`config.mk`:
```
export PLATFORM = sky130hd
export DESIGN_NAME = irq_ctl
export DESIGN_NICKNAME = d
export VERILOG_FILES = /design/src/rtl/irq_ctl_pkg.sv /design/src/rtl/irq_ctl_sync_edge.sv /design/src/rtl/irq_ctl.sv
export VERILOG_INCLUDE_DIRS = /design/src /design/src/rtl
export SDC_FILE = /design/constraint.sdc
export NUM_CORES = 1
export LEC_CHECK = 0
export ABC_AREA = 1
export CELL_PAD_IN_SITES_DETAIL_PLACEMENT = 1
export CELL_PAD_IN_SITES_GLOBAL_PLACEMENT = 2
export CORE_UTILIZATION = 34
export CTS_BUF_LIST = sky130_fd_sc_hd__clkbuf_16
export DETAILED_ROUTE_END_ITERATION = 10
export MAX_ROUTING_LAYER = met4
export PLACE_DENSITY_LB_ADDON = 0.12
export SLEW_MARGIN = 30
export SYNTH_ARGS = -nofsm -noshare
export SYNTH_HDL_FRONTEND = slang
export SYNTH_SLANG_ARGS = --single-unit
```
`constraint.sdc`:
```
create_clock -name clk -period 2.7 [get_ports clk]
set_input_delay 0.54 -clock clk [delete_from_list [all_inputs] [get_ports clk]]
set_output_delay 0.54 -clock clk [all_outputs]
set_load 0.05 [all_outputs]
```
`src/rtl/irq_defs.vh`:
```
// Register window offsets and the "no active source" vector value.
// Shared by the interrupt controller, the bus decoder and the test bench.
localparam logic [1:0] OFS_STATUS = 2'd0;
localparam logic [1:0] OFS_ENABLE = 2'd1;
localparam logic [1:0] OFS_EDGE   = 2'd2;
localparam logic [1:0] OFS_VECTOR = 2'd3;
localparam logic [7:0] VEC_NONE   = 8'h80;

```
`src/rtl/irq_ctl_pkg.sv`:
```
// Shared definitions for the 65C02 interrupt controller: register offsets and
// the register-select type used by the bus decode.
package irq_ctl_pkg;

`include "irq_defs.vh"

    typedef enum logic [1:0] {
        REG_STATUS = OFS_STATUS,
        REG_ENABLE = OFS_ENABLE,
        REG_EDGE   = OFS_EDGE,
        REG_VECTOR = OFS_VECTOR
    } reg_sel_e;

endpackage

```
`src/rtl/irq_ctl_sync_edge.sv`:
```
// Two-flop synchroniser followed by a previous-level flop for rising-edge detection.
// The previous-level flop keeps its reset value until the chain holds real samples.
module sync_edge #(
    parameter logic RST_PREV = 1'b0
) (
    input  logic clk,
    input  logic rst_n,
    input  logic i_d,
    output logic o_lvl,
    output logic o_rise
);

    logic       r_s1;
    logic       r_s2;
    logic       r_prev;
    logic [1:0] r_fill;

    // Synchroniser chain; r_fill masks the zeroed stages so a line held through reset is not an edge.
    always_ff @(posedge clk or negedge rst_n) begin
        if (!rst_n) begin
            r_s1   <= 1'b0;
            r_s2   <= 1'b0;
            r_prev <= RST_PREV;
            r_fill <= 2'b00;
        end else begin
            r_s1   <= i_d;
            r_s2   <= r_s1;
            r_fill <= {r_fill[0], 1'b1};
            r_prev <= r_fill[1] ? r_s2 : RST_PREV;
        end
    end

    assign o_lvl  = r_s2;
    assign o_rise = r_s2 & ~r_prev;

endmodule

```
`src/rtl/irq_ctl.sv`:
```
// Interrupt controller in front of the 65C02: synchronised sources, STATUS/ENABLE/EDGE/VECTOR
// register window, and an NMI latch acknowledged by the core's own vector fetch.
module irq_ctl
    import irq_ctl_pkg::*;
#(
    parameter int          NSRC    = 8,
    parameter logic [15:0] BASE    = 16'hFE00,
    parameter logic [15:0] NMI_VEC = 16'hFFFA
) (
    input  logic            clk,
    input  logic            RST_N,
    input  logic [NSRC-1:0] SRC,
    input  logic            NMI_IN,
    input  logic [15:0]     AD,
    input  logic [7:0]      DO,
    input  logic            WE,
    input  logic            RDY,
    output logic [7:0]      DAT,
    output logic            SEL,
    output logic            IRQ,
    output logic            NMI
);

    // Highest pending-and-enabled index wins; bit NSRC-1 has top priority.
    function automatic logic [7:0] prio_vec(input logic [NSRC-1:0] act);
        logic [7:0] v;
        v = VEC_NONE;
        for (int i = 0; i < NSRC; i++) begin
            if (act[i]) v = {5'b00000, 3'(i)};
        end
        return v;
    endfunction

    logic [NSRC-1:0] w_src_lvl;
    logic [NSRC-1:0] w_src_rise;
    logic            w_nmi_lvl;
    logic            w_nmi_rise;
    logic            w_nmi_set;

    logic            w_hit;
    logic            w_wr;
    logic            w_rd;
    logic            w_ack;
    reg_sel_e        w_ofs;

    logic [NSRC-1:0] w_clr;
    logic [NSRC-1:0] w_en_nxt;
    logic [NSRC-1:0] w_edge_nxt;
    logic [NSRC-1:0] w_pend_nxt;
    logic [7:0]      w_pend8;
    logic [7:0]      w_en8;
    logic [7:0]      w_edge8;
    logic [7:0]      w_vec;
    logic [7:0]      w_rdata;

    logic [NSRC-1:0] r_en;
    logic [NSRC-1:0] r_edge;
    logic [NSRC-1:0] r_pend;
    logic            r_irq;
    logic            r_nmi;
    logic [7:0]      r_dat;
    logic            r_sel;

    genvar g;
    generate
        for (g = 0; g < NSRC; g++) begin : g_src_sync
            sync_edge #(.RST_PREV(1'b0)) u_sync (
                .clk    (clk),
                .rst_n  (RST_N),
                .i_d    (SRC[g]),
                .o_lvl  (w_src_lvl[g]),
                .o_rise (w_src_rise[g])
            );
        end
    endgenerate

    sync_edge #(.RST_PREV(1'b1)) u_nmi_sync (
        .clk    (clk),
        .rst_n  (RST_N),
        .i_d    (NMI_IN),
        .o_lvl  (w_nmi_lvl),
        .o_rise (w_nmi_rise)
    );

    assign w_nmi_set = w_nmi_rise & w_nmi_lvl;

    assign w_hit = (AD[15:2] == BASE[15:2]);
    assign w_ofs = reg_sel_e'(AD[1:0]);
    assign w_wr  = w_hit & WE & RDY;
    assign w_rd  = w_hit & ~WE;
    assign w_ack = (AD == NMI_VEC) & ~WE & RDY;

    assign w_clr      = (w_wr && (w_ofs == REG_STATUS)) ? DO[NSRC-1:0] : {NSRC{1'b0}};
    assign w_en_nxt   = (w_wr && (w_ofs == REG_ENABLE)) ? DO[NSRC-1:0] : r_en;
    assign w_edge_nxt = (w_wr && (w_ofs == REG_EDGE))   ? DO[NSRC-1:0] : r_edge;

    // Pending next state: an EDGE write clears, latched set beats STATUS clear, level bits follow sync.
    always_comb begin
        w_pend_nxt = r_pend;
        for (int i = 0; i < NSRC; i++) begin
            if (w_wr && (w_ofs == REG_EDGE)) begin
                w_pend_nxt[i] = 1'b0;
            end else if (r_edge[i]) begin
                if (w_src_rise[i]) begin
                    w_pend_nxt[i] = 1'b1;
                end else if (w_clr[i]) begin
                    w_pend_nxt[i] = 1'b0;
                end else begin
                    w_pend_nxt[i] = r_pend[i];
                end
            end else begin
                w_pend_nxt[i] = w_src_lvl[i];
            end
        end
    end

    // Byte-wide views of the registers; bits at and above NSRC read as zero.
    always_comb begin
        w_pend8 = 8'h00;
        w_en8   = 8'h00;
        w_edge8 = 8'h00;
        for (int i = 0; i < NSRC; i++) begin
            w_pend8[i] = r_pend[i];
            w_en8[i]   = r_en[i];
            w_edge8[i] = r_edge[i];
        end
    end

    assign w_vec = prio_vec(r_pend & r_en);

    // Read data reflects register state before this edge's updates.
    always_comb begin
        case (w_ofs)
            REG_STATUS: w_rdata = w_pend8;
            REG_ENABLE: w_rdata = w_en8;
            REG_EDGE:   w_rdata = w_edge8;
            REG_VECTOR: w_rdata = w_vec;
            default:    w_rdata = 8'h00;
        endcase
    end

    // Control/status registers; IRQ is registered from next-state values so it tracks PEND&ENABLE without lag.
    always_ff @(posedge clk or negedge RST_N) begin
        if (!RST_N) begin
            r_en   <= {NSRC{1'b0}};
            r_edge <= {NSRC{1'b0}};
            r_pend <= {NSRC{1'b0}};
            r_irq  <= 1'b0;
        end else begin
            r_en   <= w_en_nxt;
            r_edge <= w_edge_nxt;
            r_pend <= w_pend_nxt;
            r_irq  <= |(w_pend_nxt & w_en_nxt);
        end
    end

    // NMI latch; a new edge on the acknowledge cycle keeps it set.
    always_ff @(posedge clk or negedge RST_N) begin
        if (!RST_N) begin
            r_nmi <= 1'b0;
        end else if (w_nmi_set) begin
            r_nmi <= 1'b1;
        end else if (w_ack) begin
            r_nmi <= 1'b0;
        end
    end

    // Synchronous-RAM style read port: nothing moves while RDY is low.
    always_ff @(posedge clk or negedge RST_N) begin
        if (!RST_N) begin
            r_dat <= 8'h00;
            r_sel <= 1'b0;
        end else if (RDY) begin
            if (w_rd) begin
                r_dat <= w_rdata;
                r_sel <= 1'b1;
            end else begin
                r_sel <= 1'b0;
            end
        end
    end

    assign DAT = r_dat;
    assign SEL = r_sel;
    assign IRQ = r_irq;
    assign NMI = r_nmi;

endmodule

```
==> summary.md <==
| Metric | Value |
|---|---|
| VDD IR-drop max | 0.318 mV |
| Vias in the first global route | 2489 |
| Hold Vio Cnt, Final | 0 |
| Worst-path maximum fanout | 13 |
| Area delta synth->final | 33.1% |
| All-Layer GR Usage | 20.1% |
| Hold_buf cts | 0 |
| CP required | 2.91 ns |
| CTS tree | done |
| Setup TNS | 0 ns |
| WL per Instance | 14.6 um |
| RSZ-0062 raised after global routing | false |
| Final slew viol count | 0 |
| Synth area leader | dfrtp_1 |
| Post-route minimum period | 2.07 ns |
| Post-DR vias/cell | 4.75 |
| Final instance area | 0.00368 mm2 |
| DP HPWL | 5080 um |
| H-tree depth | 3 |
| Yosys warning count | 0 |
| Seq cells post-synth | 64 |
| Area post-placement | 0.00340 mm2 |
| Nets | 412 |
| Antenna violations before repair | 0 |
| HP Class | input port to asynchronous set/reset pin |
| Post-synth ARST share | 100% |
| Clock tree sinks | 64 |
| Initial Utilization | 35.4% |
| Worst-path clk slew | 0.05 ns |
| Worst Tran Pin Value | 0.503 ns |
| Sequential share of the synthesized area | 58.0% |
| Leading cell type in the layout, fill and taps excluded | nand2_1 |
| Die width | 92.1 um |
| Most frequent cells in the layout | nand2_1 (120), dfrtp_1 (63), clkdlybuf4s50_1 (46) |
| WP data arrival | 2.28 ns |
| Final setup fails | 0 |
| Routability cong. | 0.786 |
| Compound-Gate Fraction of Synth Area | 9.61% |
| DRC viols | 0 |
| Post-synth EDFFs | 0 |
| Maximum buffer depth of the clock tree | 2 |
| Fillers | 922 |
| Ant. Diodes | 0 |
| Synthesized-area fraction occupied by and/or/nand/nor cells | 24.2% |
| Leakage | 0.00185 uW |
| Routed Antenna Nets | 0 |
| Vias | 2278 |
| Fin crit share | 76.6% |
| Synth Area in Adders | 0% |
| Post-layout power | 2230 uW |
| CP endpoint kind | flip-flop |
| DRT Wirelength | 7010 um |
| CTS Buf Count | 9 |
| Post-Syn Area per Cell | 8.71 um2 |
| Kind of critical path | input port to flip-flop |
| I/O pin cnt | 48 |
| Synth unique cells | 29 |
| Clk_skew | 0.00537 ns |
| Post-CTS sizing | 0 |
| Pwr dens | 606 mW/mm2 |
| Post-synth top flop | dfrtp_1 |
| Share of Yosys cell area claimed by the top area cell type | 57.1% |
| Global-route wire length before repair | 12600 um |
| Startpoint Class | input port |
| Cell count after synthesis | 317 |
| Starting DRT DRC Count | 101 |
| Total gr overflow | 0 |
| Post-synthesis cell area | 0.00276 mm2 |
| Outcome | finished clean |
| Slew HR | 66.4% |
| Postcts setup bufs | 0 |
| Synth area leaders | dfrtp_1 (57%), nand2_1 (16%), inv_1 (4.9%) |
| Die area | 0.00849 mm2 |
| DIE HEIGHT | 92.1 um |
| Share of layout cells above drive strength 1 | 8.47% |
| Root Driver | clkbuf_16 |
| Fmax | 483 MHz |
| Finished Core Util | 47.1% |
| Syn_nets | 354 |
| Pin count of the biggest net entering global routing | 65 |
| Port-buffer cells | 47 |
| Iteration count of the initial detailed-routing pass | 4 |
| Clk Latency, worst-skew pair | 0.32 ns |
| Largest family of logic cells by synthesized area | simple AND/OR/NAND/NOR gates |
| Post-Synth XOR/XNOR Area | 0% |
| Core area | 0.00781 mm2 |
| Core Rows | 32 |
| Maxcap violations | 0 |
| Mux cell area share after synthesis | 0.816% |
## power breakdown
| part | internal [uW] | switching (uW) |
|---|---|---|
| Sequential | 988 | 15.5 |
| Combinational | 67.6 | 70.1 |
| Clock | 695 | 391 |
## worst paths after layout
path	startpoint	endpoint	slack [ns]	depth (start not counted)
min in group clk	g_src_sync[2].u_sync.r_s1	g_src_sync[2].u_sync.o_lvl	0.35	0
worst min-delay path	RST_N	DAT[4]	0.21	2
worst max register to register	r_pend[4]	DAT[2]	1.42	6
max in group asynchronous	RST_N	u_nmi_sync.r_prev	2.14	2
worst min register to register	g_src_sync[2].u_sync.r_s1	g_src_sync[2].u_sync.o_lvl	0.35	0
worst max-delay path	AD[15]	IRQ	0.63	12
## Yosys cell counts (all sizes together), types with 2 or more instances
library cell / n
a221oi: 2
o211ai: 2
nand2: 120
o21ai: 18
inv: 38
buf: 6
nor2: 12
a22o: 2
clkbuf: 4
dfrtp: 63
mux2: 2
nand4: 15
nand3: 13
a21oi: 5
a21boi: 8
## area by class of cell
type	count	area (um2)	share of cell area [%]
clock buffers	9	225	6.13
clock inverters	5	50.0	1.36
inverters	39	146	3.98
multi-input cells	204	958	26.1
flip-flops and latches	64	1600	43.6
well taps	102	128	3.47
repair buffers	57	566	15.4
## stage by stage
stage | hold slack, ns | setup slack (ns) | std cells
global route | 0.264 | 0.366 | 480
detailed placement | 0.336 | 0.283 | 466
floorplan | 0.244 | 1.07 | 317
finish | 0.212 | 0.631 | 480
CTS | 0.242 | 0.607 | 480
global placement | 0.332 | 0.335 | 466
## cells by family (layout without fill, tap and decap cells)
kind of cell	count (synthesis)	after routing
AND/OR/NAND/NOR	160	160
flip-flops	64	64
buffers and inverters	49	110
AO/OA/AOI/OAI	41	41
multiplexers	2	2
other	1	1
## flip-flops by register name, indices dropped and copies added (netlist names)
| register | cells |
|---|---|
| r_edge | 8 |
| g_src_sync.u_sync.r_fill | 1 |
| u_nmi_sync.o_lvl | 1 |
| g_src_sync.u_sync.r_s1 | 8 |
| DAT | 8 |
| r_en | 8 |
| g_src_sync.u_sync.o_lvl | 8 |
| NMI | 1 |
| IRQ | 1 |
| u_nmi_sync.r_prev | 1 |
| r_pend | 8 |
| u_nmi_sync.r_fill | 1 |
| u_nmi_sync.r_s1 | 1 |
| SEL | 1 |
| g_src_sync.u_sync.r_prev | 8 |
## worst max-delay path, stage by stage
cell and delay, ns:
clkdlybuf4s50_1 0.47, nand2_1 0.05, nor2_1 0.09, nand2_1 0.10, nor2_4 0.17, nand3_2 0.28
nand2_1 0.17, o21ai_2 0.07, nand3_1 0.10, nand2_1 0.07, nor2_1 0.10, nand2_1 0.06
## routing by layer
metal	vias to the layer above	wire [um]	global-route usage [%]	part of all wire (%)
li1	1130	-	-	-
met1	1093	3420	26.5	49
met2	45	3230	30.7	46
met3	10	268	4.31	3.8
met4	0	91	6.77	1.3
met5	-	0	-	0
(Power assumes the default switching activity.)
